==> config.mk <==
export PLATFORM = sky130hd
export DESIGN_NAME = sqrt_loop_sequencer
export DESIGN_NICKNAME = d
export VERILOG_FILES = /design/src/rtl/sqrt_loop_sequencer.sv
export SDC_FILE = /design/constraint.sdc
export NUM_CORES = 1
export LEC_CHECK = 0
export CORE_MARGIN = 2
export CORE_UTILIZATION = 35
export DETAILED_ROUTE_END_ITERATION = 10
export PLACE_DENSITY_LB_ADDON = 0.08
export SYNTH_ARGS = -nofsm -noshare
export SYNTH_HDL_FRONTEND = slang
export SYNTH_SLANG_ARGS = --single-unit
==> constraint.sdc <==
create_clock -name clk_100k -period 2.89 [get_ports clk_100k]
set_input_delay 0.578 -clock clk_100k [delete_from_list [all_inputs] [get_ports clk_100k]]
set_output_delay 0.578 -clock clk_100k [all_outputs]
set_load 0.01 [all_outputs]
==> src/rtl/sqrt_loop_sequencer.sv <==
// Control sequencer for the iterative square-root op-amp loop: picks a gain,
// clears and restarts the analog-style datapath, and waits for its output to settle.
module sqrt_loop_sequencer #(
   parameter int C_WIDTH    = 16,
   parameter int FLUSH_CYC  = 4,
   parameter int STABLE_CNT = 8,
   parameter int MAX_ITER   = 1023,
   parameter int ITER_W     = 10
) (
   input  logic               clk_100k,
   input  logic               reset_n,
   input  logic               req_valid,
   input  logic [C_WIDTH-1:0] req_value,
   output logic               req_ready,
   output logic [C_WIDTH-1:0] dp_value,
   output logic [31:0]        dp_gain,
   output logic               dp_clr_n,
   input  logic [31:0]        dp_loop_out,
   output logic               res_valid,
   input  logic               res_ready,
   output logic [31:0]        res_data,
   output logic               res_timeout,
   output logic [ITER_W-1:0]  res_iter,
   output logic               busy
);

   localparam int FLUSH_W  = $clog2(FLUSH_CYC + 1);
   localparam int STABLE_W = $clog2(STABLE_CNT + 1);

   localparam logic [31:0] GAIN_UNITY = 32'h3F800000;
   localparam logic [31:0] GAIN_270   = 32'h43870000;
   localparam logic [31:0] GAIN_100   = 32'h42C80000;
   localparam logic [31:0] GAIN_50    = 32'h42480000;
   localparam logic [31:0] GAIN_10    = 32'h41200000;
   localparam logic [31:0] SQRT_36    = 32'h40C00000;

   typedef enum logic [2:0] {
      S_IDLE,
      S_LOAD,
      S_FLUSH,
      S_RUN,
      S_DONE
   } state_t;

   state_t state_q, state_d;

   logic [C_WIDTH-1:0]  dp_value_q, dp_value_d;
   logic [31:0]         dp_gain_q, dp_gain_d;
   logic                dp_clr_n_q, dp_clr_n_d;
   logic                req_ready_q, req_ready_d;
   logic                busy_q, busy_d;
   logic                res_valid_q, res_valid_d;
   logic [31:0]         res_data_q, res_data_d;
   logic                res_timeout_q, res_timeout_d;
   logic [ITER_W-1:0]   res_iter_q, res_iter_d;
   logic [FLUSH_W-1:0]  flush_q, flush_d;
   logic [ITER_W-1:0]   iter_q, iter_d;
   logic [STABLE_W-1:0] stable_q, stable_d;
   logic [31:0]         prev_q, prev_d;
   logic                have_prev_q, have_prev_d;

   logic                sample_eq;
   logic [STABLE_W-1:0] stable_inc;
   logic                converged;

   always_ff @(posedge clk_100k or negedge reset_n) begin
      if (!reset_n) begin
         state_q       <= S_IDLE;
         dp_value_q    <= '0;
         dp_gain_q     <= GAIN_UNITY;
         dp_clr_n_q    <= 1'b0;
         req_ready_q   <= 1'b1;
         busy_q        <= 1'b0;
         res_valid_q   <= 1'b0;
         res_data_q    <= '0;
         res_timeout_q <= 1'b0;
         res_iter_q    <= '0;
         flush_q       <= '0;
         iter_q        <= '0;
         stable_q      <= '0;
         prev_q        <= '0;
         have_prev_q   <= 1'b0;
      end else begin
         state_q       <= state_d;
         dp_value_q    <= dp_value_d;
         dp_gain_q     <= dp_gain_d;
         dp_clr_n_q    <= dp_clr_n_d;
         req_ready_q   <= req_ready_d;
         busy_q        <= busy_d;
         res_valid_q   <= res_valid_d;
         res_data_q    <= res_data_d;
         res_timeout_q <= res_timeout_d;
         res_iter_q    <= res_iter_d;
         flush_q       <= flush_d;
         iter_q        <= iter_d;
         stable_q      <= stable_d;
         prev_q        <= prev_d;
         have_prev_q   <= have_prev_d;
      end
   end

   // The first RUN sample has nothing to compare against, so it never counts as stable.
   always_comb begin
      sample_eq  = have_prev_q && (dp_loop_out == prev_q);
      stable_inc = '0;
      if (sample_eq) begin
         stable_inc = (stable_q == {STABLE_W{1'b1}}) ? stable_q : stable_q + 1'b1;
      end
      converged = (stable_inc == STABLE_W'(STABLE_CNT - 1));
   end

   always_comb begin
      state_d       = state_q;
      dp_value_d    = dp_value_q;
      dp_gain_d     = dp_gain_q;
      res_data_d    = res_data_q;
      res_timeout_d = res_timeout_q;
      res_iter_d    = res_iter_q;
      flush_d       = flush_q;
      iter_d        = iter_q;
      stable_d      = stable_q;
      prev_d        = prev_q;
      have_prev_d   = have_prev_q;

      case (state_q)
         S_IDLE: begin
            if (req_valid && req_ready_q) begin
               dp_value_d = req_value;
               state_d    = S_LOAD;
            end
         end
         S_LOAD: begin
            if (dp_value_q <= C_WIDTH'(100)) begin
               dp_gain_d = GAIN_270;
            end else if (dp_value_q <= C_WIDTH'(500)) begin
               dp_gain_d = GAIN_100;
            end else if (dp_value_q >= C_WIDTH'(2400)) begin
               dp_gain_d = GAIN_10;
            end else begin
               dp_gain_d = GAIN_50;
            end
            if (dp_value_q == '0 || dp_value_q == C_WIDTH'(36)) begin
               res_data_d    = (dp_value_q == '0) ? 32'h0000_0000 : SQRT_36;
               res_iter_d    = '0;
               res_timeout_d = 1'b0;
               state_d       = S_DONE;
            end else begin
               flush_d = '0;
               state_d = S_FLUSH;
            end
         end
         S_FLUSH: begin
            if (flush_q == FLUSH_W'(FLUSH_CYC - 1)) begin
               iter_d      = ITER_W'(1);
               stable_d    = '0;
               have_prev_d = 1'b0;
               state_d     = S_RUN;
            end else begin
               flush_d = flush_q + 1'b1;
            end
         end
         S_RUN: begin
            prev_d      = dp_loop_out;
            have_prev_d = 1'b1;
            stable_d    = stable_inc;
            // Convergence is checked first so it wins over a simultaneous timeout.
            if (converged) begin
               res_data_d    = dp_loop_out;
               res_timeout_d = 1'b0;
               res_iter_d    = iter_q;
               state_d       = S_DONE;
            end else if (iter_q == ITER_W'(MAX_ITER)) begin
               res_data_d    = dp_loop_out;
               res_timeout_d = 1'b1;
               res_iter_d    = iter_q;
               state_d       = S_DONE;
            end else if (iter_q != {ITER_W{1'b1}}) begin
               iter_d = iter_q + 1'b1;
            end
         end
         S_DONE: begin
            if (res_ready) begin
               state_d = S_IDLE;
            end
         end
         default: begin
            state_d = S_IDLE;
         end
      endcase

      req_ready_d = (state_d == S_IDLE);
      busy_d      = (state_d != S_IDLE);
      dp_clr_n_d  = (state_d == S_RUN);
      res_valid_d = (state_d == S_DONE);
   end

   assign req_ready   = req_ready_q;
   assign dp_value    = dp_value_q;
   assign dp_gain     = dp_gain_q;
   assign dp_clr_n    = dp_clr_n_q;
   assign res_valid   = res_valid_q;
   assign res_data    = res_data_q;
   assign res_timeout = res_timeout_q;
   assign res_iter    = res_iter_q;
   assign busy        = busy_q;

endmodule

==> metrics.cfg <==
[cts]
post_cts_resized=0
ctsHoldBuffers=0
postCtsSetupBuffers=0
cts_tree=yes
numCtsBuffers=17
cts_root_buffer=clkbuf_16
insertion_delay_ns=0.42
cts.sinks=124
cts.clk_slew.worst_paths_ns=0.05
h-tree-depth=4
clk_path_buf_depth=2

[routing]
routed_wl_mm=14.4
routed_via_density=4.74
post_drt_wl_per_cell_um=14.8
firstDrtPassIters=5
drt-initial-drc-count=317
num_vias=4624
antenna_left=0
route.detailed.drc=0

[timing]
worstMarginPinSlew_ns=0.711
finalHoldViolCount=0
max_freq_ghz=0.400
hold_slack_ns=0.230
period_minus_slack_ns=2.50
finalCritPeriodShare_pct=86.4
fin_skew_ns=0.0113
rsz0062_at_grt=no
drv_slew=0
fin_setup_tns_ns=0
slew-limit-headroom_pct=52.6
setup_viol=0

[floorplanning]
die_h_um=132
ios=147
start_util_pct=35.9
die_area_sq_um=17300
die-width_um=132
floorplan.rows=46
core_sq_um=15900

[yosys]
synthesis.area_sq_um=5710
synth_top_cell_area_share_pct=52.2
synth_compound_area_share_pct=8.70
synth_area_leader_cell=dfrtp_1
async_reset_ff_share_pct=100
synthFlopType=dfrtp_1
synthXorXnorAreaFrac_pct=4.60
synth_cells=608
ys_top_cells_by_area=dfrtp_1 (52%), nand2_1 (12%), o21ai_0 (4.8%)
synth_top_family_by_area=simple AND/OR/NAND/NOR gates
synth.area.mux_share_pct=3.73
ys_types=45
synthAdderAreaFrac_pct=0.877
yosys_warnings=0
synth-seq-cells=124
synthSimpleGateAreaFrac_pct=21.8
syn_area_per_cell_sq_um=9.39
synth_edf_count=0
yosysSeqAreaShare_pct=54.5

[run_status]
outcome=completed

[place]
port_buffers=128
dpl.hpwl_mm=10.1
placed_cells=943
gp_congestion=0.791

[global_routing]
antenna_found_initial=0
overflow=0
track_usage_pct=17.4
grt_pass1_wl_mm=23.8
grt_pass1_vias=4699
grt_max_degree=125

[cells_and_area]
final_nets=802
area_growth_pct=35.8
final_cells=975
final_util_pct=48.8
diodes=0
drive_gt1_share_pct=10.0

[pwr]
cellPowerDensity_nw_per_um2=513
p_leak_nw=3.44
vdd_drop_max_v=0.000392

[setup_path]
required_ns=3.19
worst_setup_path_end_kind=flip-flop
crit_fanout=8
cp.arrival_ns=2.80
start_kind=input pin
path_class=input pin to flip-flop

[hold_path]
hold_class=input pin to asynchronous set/reset pin

[job]
maxCapViolCount=0

## worst max-delay path: stages
cell and delay, ns:
clkdlybuf4s50_1 0.49, xnor2_1 0.26, nand4_1 0.17, nor4_1 0.37, nand4_2 0.20, buf_4 0.22
nand3_1 0.11, nand2_1 0.10, or2_2 0.29
## kinds of logic after synthesis
logic type               after synthesis
AO/OA/AOI/OAI                         88
XOR/XNOR                              30
adder cells (fa/ha/maj)                4
buffers and inverters                 59
flip-flops                           124
multiplexers                          19
other                                  1
AND/OR/NAND/NOR                      283
## report_power, final
| part | total, mW | switching (mW) | leakage (nW) | internal, mW |
|---|---|---|---|---|
| logic | 0.297 | 0.142 | 1.66 | 0.155 |
| clock network | 1.87 | 0.711 | 0.253 | 1.16 |
| registers | 1.81 | 0.0284 | 1.52 | 1.79 |
## metal layers
layer | vias to the layer above | wire length (um) | GRT usage, %
met2 | 127 | 6640 | 27.1
met4 | 0 | 188 | 5.74
li1 | 2261 | - | -
met5 | - | 0 | 0
met3 | 18 | 877 | 5.59
met1 | 2218 | 6740 | 22.8
## synth_stat cells (all sizes together), types with 4 or more instances
cell / instances
nand3b: 4
nand4: 10
ha: 4
nand2b: 8
a21oi: 14
or4: 5
nand2: 183
clkbuf: 16
xnor2: 27
dfstp: 5
o21ai: 57
nand3: 14
nor2: 28
mux2: 18
buf: 32
inv: 11
o31ai: 6
nor4: 4
dfrtp: 119
nor3: 12
and3: 4
## cells in the final DEF (no fill, tap or decap), types with 2 or more instances in the layout
cell type,Yosys,final
nand2_1,183,183
clkdlybuf4s50_1,0,127
dfrtp_1,119,119
o21ai_0,55,55
xnor2_1,27,27
nor2_1,28,27
buf_4,24,20
mux2_2,18,18
conb_1,1,18
clkbuf_16,0,17
nand3_1,14,14
a21oi_1,13,13
nor3_1,12,12
inv_1,11,11
clkbuf_1,13,9
nand2b_1,8,8
nand4_1,8,8
o31ai_1,6,6
or4_1,5,5
dfstp_2,5,5
and3_1,4,4
nand3b_1,4,4
ha_1,4,4
nor4_1,3,3
xor2_1,3,3
nor2b_1,3,3
and2_1,3,3
a211oi_1,3,3
clkinv_2,0,3
clkbuf_8,0,3
buf_12,0,3
nand4_2,2,2
o22ai_1,2,2
or2_2,2,2
or3_1,2,2
o21ai_1,2,2
## through the flow
| stage | setup slack (ns) | power [mW] | cell area (sq um) |
|---|---|---|---|
| after global placement | 0.00573 | 2.14 | 7240 |
| after CTS | 0.408 | 4.03 | 7750 |
| after floorplan | 0.755 | 1.95 | 5770 |
| final | 0.392 | 3.98 | 7750 |
| after global routing | 0.268 | 4.15 | 7750 |
| after detailed placement | -0.0281 | 2.14 | 7240 |
## path summary, 6_finish.rpt
kind | start | endpoint | slack [ns] | cells past startpoint
setup / recovery | dp_loop_out[24] | state_q[0] | 0.39 | 9
hold / removal | reset_n | flush_q[2] | 0.23 | 2
setup reg to reg | stable_q[0] | iter_q[7] | 0.53 | 10
hold reg to reg | dp_gain[30] | dp_gain[30] | 0.47 | 1
max in group asynchronous | reset_n | prev_q[9] | 2.10 | 2
min in group clk_100k | dp_gain[30] | dp_gain[30] | 0.47 | 1
## area by class of cell
type	instances	area, sq um
Sequential cell	124	3110
Clock buffer	29	500
Fill cell	1521	8130
Inverter	11	41.3
Timing Repair Buffer	150	1480
Multi-Input combinational cell	442	2330
Tap cell	216	270
Clock inverter	3	15.0
## registers in the layout, summed over array words and instances, names as in the netlist
register and cells:
res_data 32, req_ready 1, stable_q 4, busy 1, dp_gain 8, prev_q 32
have_prev_q 1, res_timeout 1, state_q 3, res_iter 10, iter_q 10, flush_q 3
res_valid 1, dp_clr_n 1, dp_value 16
(Power assumes the default switching activity.)
